### config.mk
export PLATFORM = sky130hd
export DESIGN_NAME = ibuf2ddr
export DESIGN_NICKNAME = d
export VERILOG_FILES = /design/src/rtl/ibuf2ddr.sv
export SDC_FILE = /design/constraint.sdc
export NUM_CORES = 1
export LEC_CHECK = 0
export BUFFER_PORTS_ARGS = -buffer_cell sky130_fd_sc_hd__buf_2
export CORE_AREA = 2 2 251 253
export DETAILED_ROUTE_END_ITERATION = 10
export DIE_AREA = 0 0 253 255
export HOLD_SLACK_MARGIN = 0.08
export PLACE_DENSITY = 0.49
export RECOVER_POWER = 100
export SETUP_SLACK_MARGIN = 0.1
export SYNTH_ARGS = -nofsm -noshare
export SYNTH_HDL_FRONTEND = slang
export SYNTH_SLANG_ARGS = --single-unit
### constraint.sdc
create_clock -name clk -period 3.1 [get_ports clk]
set_clock_uncertainty 0.2 [all_clocks]
set_input_delay 0.465 -clock clk [delete_from_list [all_inputs] [get_ports clk]]
set_output_delay 0.465 -clock clk [all_outputs]
set_load 0.02 [all_outputs]
### src/rtl/ibuf2ddr.sv
// ibuf2ddr: reads entries 0..conf_idx_num of one PE index buffer and packs them into DDR_W-bit words on a valid/ready stream.
// Optional macro IBUF2DDR_STALL_CNT_EN adds a 16-bit saturating stall_cnt output.
module ibuf2ddr #(
    parameter int IDX_DEPTH = 256,
    parameter int ADDR_W    = $clog2(IDX_DEPTH),
    parameter int PE_NUM    = 32,
    parameter int DDR_W     = 64,
    parameter int IDX_W     = 8,
    parameter int PE_W      = $clog2(PE_NUM)
) (
    input  logic                      clk,
    input  logic                      rst_n,
    input  logic                      start,
    output logic                      done,
    input  logic [3:0]                conf_mode,
    input  logic [7:0]                conf_idx_num,
    input  logic [PE_W-1:0]           conf_pe_sel,
    output logic [PE_NUM-1:0]         idx_rd_en,
    output logic [ADDR_W-1:0]         idx_rd_addr,
    input  logic [PE_NUM*IDX_W*2-1:0] idx_rd_data,
    output logic [DDR_W-1:0]          ddr_data,
    output logic                      ddr_valid,
    output logic                      ddr_last,
    input  logic                      ddr_ready
`ifdef IBUF2DDR_STALL_CNT_EN
    ,
    output logic [15:0]               stall_cnt
`endif
);

    localparam int ENT_W     = IDX_W * 2;
    localparam int IDX_BATCH = DDR_W / ENT_W;
    localparam int SLOT_W    = (IDX_BATCH > 1) ? $clog2(IDX_BATCH) : 1;
    localparam int CMP_W     = (ADDR_W > 8) ? ADDR_W : 8;
    localparam logic [SLOT_W-1:0] LAST_SLOT = SLOT_W'(IDX_BATCH - 1);

    typedef enum logic [1:0] {ST_IDLE = 2'd0, ST_READ = 2'd1, ST_DRAIN = 2'd2} state_t;

    function automatic logic [ENT_W-1:0] pick_entry(input logic [PE_NUM*ENT_W-1:0] data,
                                                    input logic [PE_W-1:0] sel,
                                                    input logic swap);
        logic [ENT_W-1:0] e;
        e = data[sel*ENT_W +: ENT_W];
        if (swap) begin
            pick_entry = {e[IDX_W-1:0], e[ENT_W-1:IDX_W]};
        end else begin
            pick_entry = e;
        end
    endfunction

    state_t             state_q, state_d;
    logic               done_q, done_d;
    logic               swap_q, swap_d;
    logic [7:0]         idx_num_q, idx_num_d;
    logic [PE_W-1:0]    pe_sel_q, pe_sel_d;
    logic [ADDR_W-1:0]  rd_addr_q, rd_addr_d;
    logic [SLOT_W-1:0]  rd_slot_q, rd_slot_d;
    logic               land_q, land_d;
    logic [SLOT_W-1:0]  land_slot_q, land_slot_d;
    logic               land_cmpl_q, land_cmpl_d;
    logic               land_last_q, land_last_d;
    logic [DDR_W-1:0]   pack_q, pack_d;
    logic [DDR_W-1:0]   out_data_q, out_data_d;
    logic               out_valid_q, out_valid_d;
    logic               out_last_q, out_last_d;

    logic               start_acc_s;
    logic               rd_is_last_s;
    logic               rd_cmpl_s;
    logic               out_acc_s;
    logic               out_free_s;
    logic               rd_go_s;
    logic [ENT_W-1:0]   entry_s;
    logic [DDR_W-1:0]   word_s;
    logic               unused_mode_s;

    assign unused_mode_s = ^{conf_mode[3], conf_mode[0]};

    // A word-completing read must not land while the output register is still occupied.
    assign start_acc_s  = start && done_q;
    assign rd_is_last_s = (CMP_W'(rd_addr_q) == CMP_W'(idx_num_q));
    assign rd_cmpl_s    = rd_is_last_s || (rd_slot_q == LAST_SLOT);
    assign out_acc_s    = out_valid_q && ddr_ready;
    assign out_free_s   = (!out_valid_q || ddr_ready) && !(land_q && land_cmpl_q);

    // FSM next-state logic
    always_comb begin
        state_d = state_q;
        case (state_q)
            ST_IDLE: begin
                if (start) state_d = ST_READ;
                else       state_d = ST_IDLE;
            end
            ST_READ: begin
                if (rd_go_s && rd_is_last_s) state_d = ST_DRAIN;
                else                         state_d = ST_READ;
            end
            ST_DRAIN: begin
                if (out_acc_s && out_last_q) state_d = ST_IDLE;
                else                         state_d = ST_DRAIN;
            end
            default: state_d = ST_IDLE;
        endcase
        done_d = (state_d == ST_IDLE);
    end

    // FSM outputs: read issue and one-hot read enable
    always_comb begin
        rd_go_s   = 1'b0;
        idx_rd_en = {PE_NUM{1'b0}};
        if (state_q == ST_READ) begin
            rd_go_s = !rd_cmpl_s || out_free_s;
        end else begin
            rd_go_s = 1'b0;
        end
        if (rd_go_s) begin
            idx_rd_en[pe_sel_q] = 1'b1;
        end else begin
            idx_rd_en = {PE_NUM{1'b0}};
        end
    end

    // Datapath: configuration capture, read counters, packing and output register
    always_comb begin
        swap_d      = swap_q;
        idx_num_d   = idx_num_q;
        pe_sel_d    = pe_sel_q;
        rd_addr_d   = rd_addr_q;
        rd_slot_d   = rd_slot_q;
        pack_d      = pack_q;
        out_data_d  = out_data_q;
        out_valid_d = out_valid_q;
        out_last_d  = out_last_q;
        land_d      = rd_go_s;
        land_slot_d = rd_slot_q;
        land_cmpl_d = rd_cmpl_s;
        land_last_d = rd_is_last_s;
        entry_s     = pick_entry(idx_rd_data, pe_sel_q, swap_q);
        word_s      = pack_q;

        if (start_acc_s) begin
            swap_d    = (conf_mode[2:1] == 2'b01);
            idx_num_d = conf_idx_num;
            pe_sel_d  = conf_pe_sel;
            rd_addr_d = {ADDR_W{1'b0}};
            rd_slot_d = {SLOT_W{1'b0}};
            pack_d    = {DDR_W{1'b0}};
        end else if (rd_go_s) begin
            rd_addr_d = rd_addr_q + ADDR_W'(1);
            if (rd_slot_q == LAST_SLOT) rd_slot_d = {SLOT_W{1'b0}};
            else                        rd_slot_d = rd_slot_q + SLOT_W'(1);
        end else begin
            rd_addr_d = rd_addr_q;
        end

        if (out_acc_s) begin
            out_valid_d = 1'b0;
            out_last_d  = 1'b0;
        end else begin
            out_valid_d = out_valid_q;
        end

        if (land_q) begin
            word_s[land_slot_q*ENT_W +: ENT_W] = entry_s;
            if (land_cmpl_q) begin
                out_data_d  = word_s;
                out_valid_d = 1'b1;
                out_last_d  = land_last_q;
                pack_d      = {DDR_W{1'b0}};
            end else begin
                pack_d = word_s;
            end
        end else begin
            word_s = pack_q;
        end
    end

    // State and datapath registers
    always_ff @(posedge clk or negedge rst_n) begin
        if (!rst_n) begin
            state_q     <= ST_IDLE;
            done_q      <= 1'b1;
            swap_q      <= 1'b0;
            idx_num_q   <= 8'd0;
            pe_sel_q    <= {PE_W{1'b0}};
            rd_addr_q   <= {ADDR_W{1'b0}};
            rd_slot_q   <= {SLOT_W{1'b0}};
            land_q      <= 1'b0;
            land_slot_q <= {SLOT_W{1'b0}};
            land_cmpl_q <= 1'b0;
            land_last_q <= 1'b0;
            pack_q      <= {DDR_W{1'b0}};
            out_data_q  <= {DDR_W{1'b0}};
            out_valid_q <= 1'b0;
            out_last_q  <= 1'b0;
        end else begin
            state_q     <= state_d;
            done_q      <= done_d;
            swap_q      <= swap_d;
            idx_num_q   <= idx_num_d;
            pe_sel_q    <= pe_sel_d;
            rd_addr_q   <= rd_addr_d;
            rd_slot_q   <= rd_slot_d;
            land_q      <= land_d;
            land_slot_q <= land_slot_d;
            land_cmpl_q <= land_cmpl_d;
            land_last_q <= land_last_d;
            pack_q      <= pack_d;
            out_data_q  <= out_data_d;
            out_valid_q <= out_valid_d;
            out_last_q  <= out_last_d;
        end
    end

    assign done        = done_q;
    assign idx_rd_addr = rd_addr_q;
    assign ddr_data    = out_data_q;
    assign ddr_valid   = out_valid_q;
    assign ddr_last    = out_last_q;

`ifdef IBUF2DDR_STALL_CNT_EN
    logic [15:0] stall_q, stall_d;

    // Saturating count of backpressured cycles within a transfer
    always_comb begin
        stall_d = stall_q;
        if (start_acc_s) begin
            stall_d = 16'd0;
        end else if ((state_q != ST_IDLE) && out_valid_q && !ddr_ready && (stall_q != 16'hFFFF)) begin
            stall_d = stall_q + 16'd1;
        end else begin
            stall_d = stall_q;
        end
    end

    // Stall counter register
    always_ff @(posedge clk or negedge rst_n) begin
        if (!rst_n) begin
            stall_q <= 16'd0;
        end else begin
            stall_q <= stall_d;
        end
    end

    assign stall_cnt = stall_q;
`endif

endmodule

==> flow_metrics.tcl <==
set metrics [dict create \
    worstSetupPathType "flip-flop to flip-flop" \
    drc_errors 0 \
    cp_num_buf_inv 4 \
    clkPwrFrac_pct 11.3 \
    seq_area_frac_synth_pct 35.5 \
    cts_tree "built" \
    die_area_mm2 0.0645 \
    instances_no_fill 2794 \
    tightestPinTransition_ps 1750 \
    reg2reg_from "pe_sel_q[1]" \
    crit_top_cell "buf_12" \
    synthFlopType "dfrtp_1" \
    start_util_pct 18.4 \
    critPathMaxStageDelay_ps 550 \
    synth_top_cell_area_share_pct 35.3 \
    worst-path-max-fanout 11 \
    ys_ff_latch 162 \
    fill_cells 6703 \
    power_frac_seq_pct 18.7 \
    ctsHtreeMaxLevel 4 \
    failed_checks "max-capacitance violations, max-slew violations" \
    coreArea_mm2 0.0622 \
    cp.depth 10 \
    placed_cells 2699 \
    netSwitchingFraction_pct 48.3 \
    slowest_stage "nor4_1" \
    syn_area_per_cell_um2 9.22 \
    routedWlPerCell_um 25.9 \
    cts_max_path_buffers 2 \
    dp_hpwl_um 59900 \
    hold_ws_ps 106 \
    cp_data_required_time_ps 3200 \
    utilization_pct 29.4 \
    wirelength_um 72400 \
    num_rows 92 \
    grt_max_degree 63 \
    grt_pass1_wl_um 97500 \
    viasPerCell 4.74 \
    cts_made_buffers 17 \
    die_w_um 253 \
    ant_nets 0 \
    drv_slew 63 \
    drtIter0Drc 793 \
    cap_violations 1 \
    grt_util_all_layers_pct 21.4 \
    r2r_slack_ps 60 \
    path_cells "buf_12 -> buf_4 -> clkbuf_16 -> mux2i_1 -> o22ai_1 -> nor4_1 -> nand2_2 -> mux2i_4 -> buf_12 -> o21ai_1" \
    yosysUniqueCellTypes 50 \
    fin_crit_ps 3040 \
    outcome "finished, violations left" \
    synth_area_leaders "dfrtp_1 35%, mux2i_1 23%, o22ai_1 7.2%, o21ai_1 5.0%, nand2_1 4.4%" \
    grt_pass1_vias 13291 \
    clk_pin_slew_ps 70 \
    synth_edf_count 0 \
    antenna_found_initial 26 \
    die_y_um 255 \
    hold_path.class "input pin to flip-flop" \
    cts_root_buffer "clkbuf_16" \
    cp.arrival_ps 3140 \
    p_switching_mw 9.69 \
    io_pins 640 \
    comb_power_share_pct 70.0 \
    cp-start-kind "flip-flop" \
    power.internal_mw 10.4 \
    netlist_area_mm2 0.0114 \
    fin_ws_ps 55.4 \
    fmax_mhz 328 \
    fin_crit_sh_pct 98.2 \
    synth_top_area_cell "dfrtp_1" \
    yosys_warnings 0 \
    io_buffers 637 \
    insertion_delay_ps 440 \
    startpoint "pe_sel_q[1]" \
    setup_violations 0 \
    vias 13240 \
    ir_drop_uv 589 \
    area_delta_synth_final_pct 60.1 \
    p_per_area_mw_per_mm2 1100 \
    hold_viol 0 \
    cpLargestDelayFamily "simple AND/OR/NAND/NOR gates" \
    grt_overflow 0 \
    synth.net_count 1778 \
    rsz0062_at_grt "true" \
    r2r_end "ddr_data[5]" \
    first_pass_iters 5 \
    nets 2511 \
    p_leak_nw 8.51 \
    totalPowerFinal_mw 20.0 \
    gp_congestion 0.995 \
    relSlewSlack_pct -16.7 \
    synthCells 1238 \
    r2r_cells 10 \
    drive_above_1_share_pct 44.6 \
    synthArstFlopShare_pct 100 \
    clock-sinks 162 \
    place_ws_ps -436 \
    timing.critical_path.to "ddr_data[5]" \
    cp-end-kind "flip-flop" \
]
-- cell families (layout without fill, tap and decap cells) --
kind of cell	after synthesis	after routing	share of synthesized area [%]
compound gates	351	351	17.2
simple gates	320	320	15.3
mux	272	272	25.4
flops	162	162	35.5
buf+inv	117	863	5.13
xor+xnor	9	9	0.691
fa+ha+maj	7	7	0.767
other cells	0	11	0
-- timing repair --
action	in CTS	in global routing
cloned	1	3
endpoints found under the setup margin	160	160
gates resized for setup	79	97
hold endpoints to repair	69	0
pin swaps	21	22
buffers inserted	13	21
hold buffers	14	0
-- metal layers --
layer | part of all wire [%] | track usage (%)
met5 | 0.018 | 0
met4 | 2.4 | 5.46
met3 | 6.2 | 3.02
met2 | 47 | 35.9
met1 | 44 | 28.8
-- sequential cells by signal, summed over array words and instances, names as in the netlist --
register,cells
ddr_data,64
pack_q,64
idx_num_q,8
idx_rd_addr,8
pe_sel_q,5
land_slot_d,2
land_slot_q,2
state_q,2
ddr_last,1
ddr_valid,1
done,1
land_cmpl_q,1
land_last_q,1
land_q,1
swap_q,1
-- placed cells by master, fill, tap and decap left out, drive strengths merged, types with 2 or more instances in the layout --
cell type / n
inv: 18
o21ai: 133
xor2: 2
xnor2: 7
nand2b: 2
o21a: 3
nor3b: 64
bufinv: 2
and2: 3
nor2b: 2
or3b: 2
dlygate4sd3: 14
mux2i: 272
nor4: 34
nand3: 7
o22ai: 132
nand3b: 3
buf: 721
clkinv: 3
ha: 7
diode: 11
or4b: 4
or3: 4
nand4: 3
nor3: 7
a22o: 2
nand4b: 4
clkbuf: 104
nand4bb: 6
nor2: 33
nand2: 139
a21oi: 73
dfrtp: 161
-- synthesized netlist by cell type, types with 4 or more instances --
library cell	count
mux2i_1	258
dfrtp_1	161
nand2_1	133
o22ai_1	132
o21ai_1	113
a21oi_1	73
nor3b_1	64
buf_2	39
clkbuf_1	39
nor4_1	34
nor2_1	33
o21ai_0	20
buf_4	14
mux2i_4	14
inv_1	10
ha_1	7
nand3_1	7
nor3_1	7
xnor2_1	7
clkbuf_2	6
nand2_2	6
nand4bb_1	6
buf_6	5
buf_1	4
or3_1	4
-- how the worst min path moves through the flow --
stage | startpoint | endpoint | slack, ps | depth (start not counted)
after global routing | conf_mode[1] | swap_q | 120 | 3
after floorplan | rst_n | ddr_data[0] | -30 | 0
after CTS | conf_mode[1] | swap_q | 90 | 3
after detailed placement | land_slot_d[1] | land_slot_q[1] | 220 | 0
final | conf_mode[1] | swap_q | 110 | 3
after global placement | land_slot_d[1] | land_slot_q[1] | 200 | 0
-- cell type report --
class | count | area [um2] | share of cell area, %
Sequential cell | 162 | 4070 | 22.3
Tap cell | 799 | 1000 | 5.47
Clock inverter | 14 | 186 | 1.02
Clock buffer | 18 | 439 | 2.40
Timing Repair Buffer | 821 | 5190 | 28.4
Multi-Input combinational cell | 959 | 7320 | 40.0
Antenna cell | 11 | 27.5 | 0.151
Inverter | 10 | 40.0 | 0.219
-- power groups by stage --
stage	sequential (mW)	combinational, mW	clock (mW)
after floorplan	3.97	6.16	0
after global placement	3.80	12.7	0
after detailed placement	3.84	12.8	0
after CTS	3.74	13.5	2.31
after global routing	3.87	14.9	2.41
final	3.75	14.0	2.26
-- worst reg2reg max path: cells and delay by family, from the launching register on --
kind	cells	cell delay, ps
AO/OA/AOI/OAI	2	230
AND/OR/NAND/NOR	2	780
multiplexers	2	500
flip-flops	1	460
buffers and inverters	4	740
-- metrics by stage --
| stage | instance area [um2] | setup TNS (ps) |
|---|---|---|
| 2_1_floorplan | 11400 | 0 |
| 5_1_grt | 18300 | 0 |
| 3_5_place_dp | 16400 | -30490 |
| 4_1_cts | 17700 | 0 |
| 3_3_place_gp | 16400 | -27750 |
| 6_report | 18300 | 0 |
Power figures use the tool's default switching activity.
